==> src/rtl/alu_ctrl_sequencer.sv <==
// Control sequencer for the adiabatic ALU: decodes one instruction, launches a
// Bennett sweep, and holds the ALU control levels frozen until the sweep completes.
module alu_ctrl_sequencer #(
  parameter int unsigned TIMEOUT = 64,
  parameter int unsigned CNT_W   = 8
) (
  input  logic             clk,
  input  logic             reset,
  input  logic [15:0]      instr_in,
  input  logic             instr_valid,
  output logic             instr_ready,
  input  logic             inst_flag,
  output logic             bclk_start,
  output logic [1:0]       alu_control,
  output logic             a_mux,
  output logic [1:0]       b_mux,
  output logic             adder_cin,
  output logic             sub,
  output logic             stl,
  output logic [1:0]       mux3,
  output logic [15:0]      imm,
  output logic             busy,
  output logic             done,
  output logic             illegal,
  output logic             err_timeout,
  output logic [CNT_W-1:0] sweep_cycles
);

  localparam int unsigned IMM_W = 16;
  localparam int unsigned OPC_W = 4;

  typedef enum logic [1:0] {
    S_IDLE  = 2'd0,
    S_ISSUE = 2'd1,
    S_RUN   = 2'd2,
    S_DONE  = 2'd3
  } state_t;

  typedef struct packed {
    logic [1:0] alu_control;
    logic       a_mux;
    logic [1:0] b_mux;
    logic       adder_cin;
    logic       sub;
    logic       stl;
    logic [1:0] mux3;
  } ctrl_t;

  state_t           state_q, state_d;
  ctrl_t            ctrl_q, ctrl_d;
  ctrl_t            dec_ctrl;
  logic             dec_legal;
  logic [OPC_W-1:0] opcode;
  logic [IMM_W-1:0] imm_d;
  logic [IMM_W-1:0] imm_sext;
  logic             bclk_start_d;
  logic             done_d;
  logic             illegal_d;
  logic             err_timeout_d;
  logic [CNT_W-1:0] sweep_cycles_d;
  logic             unused_bits;

  assign opcode      = instr_in[15:12];
  assign imm_sext    = {{8{instr_in[7]}}, instr_in[7:0]};
  assign unused_bits = ^instr_in[11:8];

  assign alu_control = ctrl_q.alu_control;
  assign a_mux       = ctrl_q.a_mux;
  assign b_mux       = ctrl_q.b_mux;
  assign adder_cin   = ctrl_q.adder_cin;
  assign sub         = ctrl_q.sub;
  assign stl         = ctrl_q.stl;
  assign mux3        = ctrl_q.mux3;

  // Opcode decode into static ALU control levels
  always_comb begin
    dec_ctrl  = '0;
    dec_legal = 1'b1;
    case (opcode)
      4'h0: dec_ctrl = '0;
      4'h1: begin
        dec_ctrl.b_mux     = 2'b01;
        dec_ctrl.adder_cin = 1'b1;
        dec_ctrl.sub       = 1'b1;
      end
      4'h2: begin
        dec_ctrl.alu_control = 2'b01;
        dec_ctrl.mux3        = 2'b01;
      end
      4'h3: begin
        dec_ctrl.alu_control = 2'b10;
        dec_ctrl.mux3        = 2'b01;
      end
      4'h4: begin
        dec_ctrl.alu_control = 2'b11;
        dec_ctrl.mux3        = 2'b01;
      end
      4'h5: begin
        dec_ctrl.b_mux     = 2'b01;
        dec_ctrl.adder_cin = 1'b1;
        dec_ctrl.sub       = 1'b1;
        dec_ctrl.stl       = 1'b1;
        dec_ctrl.mux3      = 2'b10;
      end
      4'h6: dec_ctrl.b_mux = 2'b10;
      4'h7: begin
        dec_ctrl.a_mux = 1'b1;
        dec_ctrl.b_mux = 2'b10;
      end
      default: dec_legal = 1'b0;
    endcase
  end

  // Next-state and next-output logic
  always_comb begin
    state_d        = state_q;
    ctrl_d         = ctrl_q;
    imm_d          = imm;
    bclk_start_d   = 1'b0;
    done_d         = 1'b0;
    illegal_d      = illegal;
    err_timeout_d  = err_timeout;
    sweep_cycles_d = sweep_cycles;
    case (state_q)
      S_IDLE: begin
        if (instr_valid) begin
          imm_d          = imm_sext;
          illegal_d      = ~dec_legal;
          err_timeout_d  = 1'b0;
          sweep_cycles_d = '0;
          if (dec_legal) begin
            ctrl_d       = dec_ctrl;
            bclk_start_d = 1'b1;
            state_d      = S_ISSUE;
          end else begin
            ctrl_d  = '0;
            done_d  = 1'b1;
            state_d = S_DONE;
          end
        end
      end
      S_ISSUE: begin
        sweep_cycles_d = CNT_W'(1);
        state_d        = S_RUN;
      end
      S_RUN: begin
        // Completion beats timeout when both land in the same cycle
        if (inst_flag) begin
          done_d  = 1'b1;
          state_d = S_DONE;
        end else if (sweep_cycles == CNT_W'(TIMEOUT)) begin
          err_timeout_d = 1'b1;
          done_d        = 1'b1;
          state_d       = S_DONE;
        end else begin
          sweep_cycles_d = sweep_cycles + CNT_W'(1);
        end
      end
      S_DONE: begin
        ctrl_d  = '0;
        imm_d   = '0;
        state_d = S_IDLE;
      end
      default: state_d = S_IDLE;
    endcase
  end

  always_ff @(posedge clk) begin
    if (reset) begin
      state_q      <= S_IDLE;
      ctrl_q       <= '0;
      imm          <= '0;
      bclk_start   <= 1'b0;
      done         <= 1'b0;
      illegal      <= 1'b0;
      err_timeout  <= 1'b0;
      sweep_cycles <= '0;
      instr_ready  <= 1'b1;
      busy         <= 1'b0;
    end else begin
      state_q      <= state_d;
      ctrl_q       <= ctrl_d;
      imm          <= imm_d;
      bclk_start   <= bclk_start_d;
      done         <= done_d;
      illegal      <= illegal_d;
      err_timeout  <= err_timeout_d;
      sweep_cycles <= sweep_cycles_d;
      instr_ready  <= (state_d == S_IDLE);
      busy         <= (state_d != S_IDLE);
    end
  end

endmodule

==> config.mk <==
export PLATFORM = sky130hd
export DESIGN_NAME = alu_ctrl_sequencer
export DESIGN_NICKNAME = d
export VERILOG_FILES = /design/src/rtl/alu_ctrl_sequencer.sv
export SDC_FILE = /design/constraint.sdc
export NUM_CORES = 1
export LEC_CHECK = 0
export BUFFER_PORTS_ARGS = -buffer_cell sky130_fd_sc_hd__clkbuf_2
export CORE_MARGIN = 4
export CORE_UTILIZATION = 48
export DETAILED_ROUTE_END_ITERATION = 10
export GPL_TIMING_DRIVEN = 1
export PLACE_DENSITY = 0.82
export SYNTH_ARGS = -nofsm -noshare
export SYNTH_HDL_FRONTEND = slang
export SYNTH_SLANG_ARGS = --single-unit
==> constraint.sdc <==
create_clock -name clk -period 1.9 [get_ports clk]
set_input_delay 0.19 -clock clk [delete_from_list [all_inputs] [get_ports clk]]
set_output_delay 0.19 -clock clk [all_outputs]
set_load 0.01 [all_outputs]
==> report_table.html <==
<table>
<tr><th>Metric</th><th>Value</th></tr>
<tr><th colspan="2">Setup path</th></tr>
<tr><td>Arrival time at the worst endpoint</td><td>2060 ps</td></tr>
<tr><td>Stages on worst setup path</td><td>7</td></tr>
<tr><td>Category of the worst setup path launch point</td><td>flop</td></tr>
<tr><td>Critical path cell sequence</td><td>inv_1 &gt; ha_1 &gt; nand4b_1 &gt; o211ai_4 &gt; buf_4 &gt; or3b_2 &gt; a21oi_1</td></tr>
<tr><td>Cell family contributing the most delay on the critical path</td><td>simple AND/OR/NAND/NOR gates</td></tr>
<tr><td>Required time at the worst-slack endpoint</td><td>2160 ps</td></tr>
<tr><td>Worst flop-to-flop path startpoint</td><td>state_q[0]</td></tr>
<tr><td>Number of buffer and inverter instances along the worst setup path</td><td>2</td></tr>
<tr><td>Crit. End Element</td><td>flop</td></tr>
<tr><td>Max stage delay cell, worst path</td><td>sky130_fd_sc_hd__or3b_2</td></tr>
<tr><td>Count of cells along the worst register-to-register path</td><td>7</td></tr>
<tr><td>CP Max Fanout</td><td>6</td></tr>
<tr><td>Worst setup path category</td><td>reg2reg</td></tr>
<tr><td>Source of the critical timing path</td><td>state_q[0]</td></tr>
<tr><td>CP peak stage delay</td><td>460 ps</td></tr>
<tr><th colspan="2">Clock network</th></tr>
<tr><td>Clock tree from TritonCTS</td><td>built</td></tr>
<tr><td>Post-CTS Hold Buffers</td><td>0</td></tr>
<tr><td>Number of buffers created by CTS</td><td>5</td></tr>
<tr><td>Clock root buffer</td><td>sky130_fd_sc_hd__clkbuf_4</td></tr>
<tr><td>Clk buf depth</td><td>2</td></tr>
<tr><td>H-Tree Level Count</td><td>2</td></tr>
<tr><td>Clock Sink Count</td><td>31</td></tr>
<tr><td>Register clock-pin slew on the reported worst setup and hold paths</td><td>90 ps</td></tr>
<tr><td>Insertion delay to the later sink of the worst-skew pair</td><td>330 ps</td></tr>
<tr><td>Number of setup buffers added after CTS</td><td>0</td></tr>
<tr><td>Post-CTS sizing</td><td>0</td></tr>
<tr><th colspan="2">Detailed routing</th></tr>
<tr><td>Post-route antenna net violation count</td><td>0</td></tr>
<tr><td>Vias after detailed routing</td><td>1391</td></tr>
<tr><td>Detailed Route Iter0 Violations</td><td>97</td></tr>
<tr><td>Residual DRC count</td><td>0</td></tr>
<tr><td>Via-per-instance ratio</td><td>5.21</td></tr>
<tr><td>Detailed-route wire length</td><td>3310 um</td></tr>
<tr><td>Wire length per cell</td><td>12.4 um</td></tr>
<tr><td>Detailed-routing iteration count for the pre-antenna-repair pass</td><td>4</td></tr>
<tr><th colspan="2">Synthesis</th></tr>
<tr><td>Synthesis-stage register bit count</td><td>31</td></tr>
<tr><td>Proportion of netlist area held by the largest area contributor</td><td>0.411</td></tr>
<tr><td>Count of warnings emitted by yosys</td><td>0</td></tr>
<tr><td>Post-Syn Area per Cell</td><td>8.94 um^2</td></tr>
<tr><td>Synth Instances</td><td>169</td></tr>
<tr><td>Fraction of registers with async set or reset after synthesis</td><td>0</td></tr>
<tr><td>Dominant register cell in the synthesized netlist</td><td>sky130_fd_sc_hd__dfxtp_1</td></tr>
<tr><td>Number of distinct library cell variants in the gate-level netlist after synthesis</td><td>47</td></tr>
<tr><td>Cell accounting for the most synthesized area</td><td>sky130_fd_sc_hd__dfxtp_1</td></tr>
<tr><td>Fraction of the yosys area taken by sequential cells</td><td>0.411</td></tr>
<tr><td>Top cells by area, synth</td><td>sky130_fd_sc_hd__dfxtp_1, sky130_fd_sc_hd__buf_4, sky130_fd_sc_hd__a22oi_1</td></tr>
<tr><td>Post-Syn Area</td><td>0.00151 mm^2</td></tr>
<tr><td>Net Count, Synth</td><td>195</td></tr>
<tr><td>Count of flip-flops with a built-in enable after synthesis</td><td>0</td></tr>
<tr><th colspan="2">Finish</th></tr>
<tr><td>Share of final-layout standard cells stronger than drive strength 1</td><td>0.372</td></tr>
<tr><td>Antenna diode instance count</td><td>0</td></tr>
<tr><td>Final core occ</td><td>0.612</td></tr>
<tr><td>Fin nets</td><td>249</td></tr>
<tr><td>Finished layout cell area</td><td>0.00185 mm^2</td></tr>
<tr><td>Number of inserted filler cells in the final layout</td><td>286</td></tr>
<tr><td>Count of non-filler cells in the finished layout</td><td>267</td></tr>
<tr><td>Relative area change from synthesis to final layout</td><td>22.6%</td></tr>
<tr><th colspan="2">Floorplanning</th></tr>
<tr><td>Initial cell density of the core</td><td>0.499</td></tr>
<tr><td>Die Area</td><td>0.00411 mm^2</td></tr>
<tr><td>Number of cell rows</td><td>20</td></tr>
<tr><td>Horizontal extent of the die</td><td>64.1 um</td></tr>
<tr><td>Core region area</td><td>0.00303 mm^2</td></tr>
<tr><td>I/O Pins</td><td>60</td></tr>
<tr><td>Y dimension of the die</td><td>64.1 um</td></tr>
<tr><th colspan="2">Timing</th></tr>
<tr><td>Crit path time final</td><td>1800 ps</td></tr>
<tr><td>Maximum clock frequency</td><td>557 MHz</td></tr>
<tr><td>Fraction of the cycle the final worst path needs</td><td>0.945</td></tr>
<tr><td>Headroom to the max-slew limit</td><td>0.635</td></tr>
<tr><td>Pins Over Slew Limit</td><td>0</td></tr>
<tr><td>Setup TNS</td><td>0 ps</td></tr>
<tr><td>Slew @ Worst Pin</td><td>547 ps</td></tr>
<tr><td>Clk_skew</td><td>7.35 ps</td></tr>
<tr><td>Final setup violation count</td><td>0</td></tr>
<tr><td>Unrepaired setup endpoints after global routing</td><td>no</td></tr>
<tr><td>Number of endpoints with negative hold slack in the final report</td><td>0</td></tr>
<tr><th colspan="2">Placement</th></tr>
<tr><td>RD Place Congestion</td><td>0.833</td></tr>
<tr><td>Post-Place Cell Area</td><td>0.00179 mm^2</td></tr>
<tr><td>HPWL after detailed placement</td><td>2480 um</td></tr>
<tr><td>Post-placement cell count</td><td>260</td></tr>
<tr><td>Number of buffers added on ports</td><td>55</td></tr>
<tr><th colspan="2">Hold path</th></tr>
<tr><td>Class of the worst hold path</td><td>in2reg</td></tr>
<tr><td>Hold-critical path depth</td><td>2</td></tr>
<tr><td>Worst hold start</td><td>instr_in[15]</td></tr>
<tr><th colspan="2">Run status</th></tr>
<tr><td>Run status</td><td>finished, final reports clean</td></tr>
<tr><th colspan="2">Power</th></tr>
<tr><td>Cell area power density</td><td>1110 mW/mm^2</td></tr>
<tr><td>Worst ir drop on vdd</td><td>0.776 mV</td></tr>
<tr><td>Static power due to leakage</td><td>0.823 nW</td></tr>
<tr><th colspan="2">Global route</th></tr>
<tr><td>Via count of the first global-routing pass</td><td>1174</td></tr>
<tr><td>Overflow left after global routing</td><td>0</td></tr>
<tr><td>Total track usage</td><td>0.170</td></tr>
<tr><td>First-pass GRT wire length</td><td>5540 um</td></tr>
<tr><td>Antenna violations before repair</td><td>0</td></tr>
<tr><td>Maximum number of pins on one net before global-route repair</td><td>27</td></tr>
<tr><th colspan="2">Flow run</th></tr>
<tr><td>Maximum capacitance violations</td><td>0</td></tr>
</table>
## worst reg2reg max path, cell delays in order (launching register included)
cell	delay, ps
sky130_fd_sc_hd__dfxtp_2	360
sky130_fd_sc_hd__inv_1	60
sky130_fd_sc_hd__ha_1	220
sky130_fd_sc_hd__nand4b_1	190
sky130_fd_sc_hd__o211ai_4	130
sky130_fd_sc_hd__buf_4	170
sky130_fd_sc_hd__or3b_2	460
sky130_fd_sc_hd__a21oi_1	140
## flip-flops by register name, summed over array words and instances, names as in the netlist
name          count
imm               8
instr_ready       1
stl               1
busy              1
mux3              1
illegal           1
err_timeout       1
sweep_cycles      8
a_mux             1
alu_control       2
done              1
bclk_start        1
adder_cin         1
b_mux             1
state_q           2
## where the power goes
group          switching, W  internal (W)  total [W]
clock network      0.000217      0.000171   0.000388
registers         0.0000574      0.000750   0.000808
logic              0.000485      0.000373   0.000858
total              0.000759       0.00129    0.00205
## path summary, 6_finish.rpt
| kind | endpoint | slack [ps] |
|---|---|---|
| worst min register to register | illegal | 460 |
| worst max register to register | sweep_cycles[1] | 100 |
| worst max-delay path | sweep_cycles[1] | 100 |
| worst min-delay path | bclk_start | 80 |
## per-stage QoR
stage / hold slack [ps] / setup WS [ps] / power [W]
2_1_floorplan: 267 / 133 / 0.00141
3_3_place_gp: 414 / 147 / 0.00166
3_5_place_dp: 417 / 81.1 / 0.00168
4_1_cts: 67.9 / 61.4 / 0.00207
5_1_grt: 73.0 / 10.0 / 0.00223
6_report: 76.4 / 104 / 0.00205
## Yosys cell counts (all sizes together) (3+ instances only)
library cell / number
inv: 7
nor2: 18
nand2b: 3
ha: 6
dfxtp: 31
o21ai: 10
nor2b: 3
buf: 15
nand3: 4
or4: 3
clkbuf: 3
a21oi: 12
nand2: 10
a22oi: 10
## layout by cell type, fill, tap and decap left out, types with 2 or more instances in the layout
| cell | count |
|---|---|
| sky130_fd_sc_hd__dfxtp_2 | 2 |
| sky130_fd_sc_hd__inv_1 | 7 |
| sky130_fd_sc_hd__or3_1 | 2 |
| sky130_fd_sc_hd__nand2b_1 | 3 |
| sky130_fd_sc_hd__xnor2_1 | 2 |
| sky130_fd_sc_hd__nand4b_1 | 2 |
| sky130_fd_sc_hd__clkbuf_2 | 55 |
| sky130_fd_sc_hd__nor2b_1 | 3 |
| sky130_fd_sc_hd__nand3_1 | 4 |
| sky130_fd_sc_hd__nand3b_1 | 2 |
| sky130_fd_sc_hd__a31oi_1 | 2 |
| sky130_fd_sc_hd__buf_4 | 10 |
| sky130_fd_sc_hd__a21oi_1 | 12 |
| sky130_fd_sc_hd__clkbuf_4 | 5 |
| sky130_fd_sc_hd__or4_1 | 2 |
| sky130_fd_sc_hd__nand4_1 | 2 |
| sky130_fd_sc_hd__a22oi_1 | 10 |
| sky130_fd_sc_hd__nor2_1 | 18 |
| sky130_fd_sc_hd__dfxtp_1 | 29 |
| sky130_fd_sc_hd__o21ai_0 | 8 |
| sky130_fd_sc_hd__nand2_1 | 10 |
| sky130_fd_sc_hd__ha_1 | 6 |
## layer usage
layer | global-route usage | vias up | share of wire
met5 | 0 | - | 0
met4 | 0.0475 | 0 | 0.015
met3 | 0.0738 | 7 | 0.099
met2 | 0.275 | 56 | 0.46
met1 | 0.205 | 630 | 0.43
li1 | - | 698 | -
## area by class of cell
type | count | area, um^2 | share of cell area
Tap cell | 44 | 55.1 | 0.0297
Multi-Input combinational cell | 113 | 742 | 0.400
Clock inverter | 1 | 5.00 | 0.00270
Timing Repair Buffer | 65 | 350 | 0.189
Clock buffer | 6 | 51.3 | 0.0277
Inverter | 7 | 26.3 | 0.0142
Sequential cell | 31 | 623 | 0.336
## cell families (layout without fill, tap and decap cells)
kind of cell / Yosys count / count (layout) / share of synthesized area
xor gates and xnor gates: 3 / 3 / 0.0174
adders and majority gates: 6 / 6 / 0.0497
DFF: 31 / 31 / 0.411
buffers and inverters: 25 / 79 / 0.0985
AOI/OAI and AO/OA: 44 / 44 / 0.200
muxes: 1 / 1 / 0.00662
and+or+nand+nor: 59 / 59 / 0.217
Note: power is estimated with default switching activity, not from simulation.
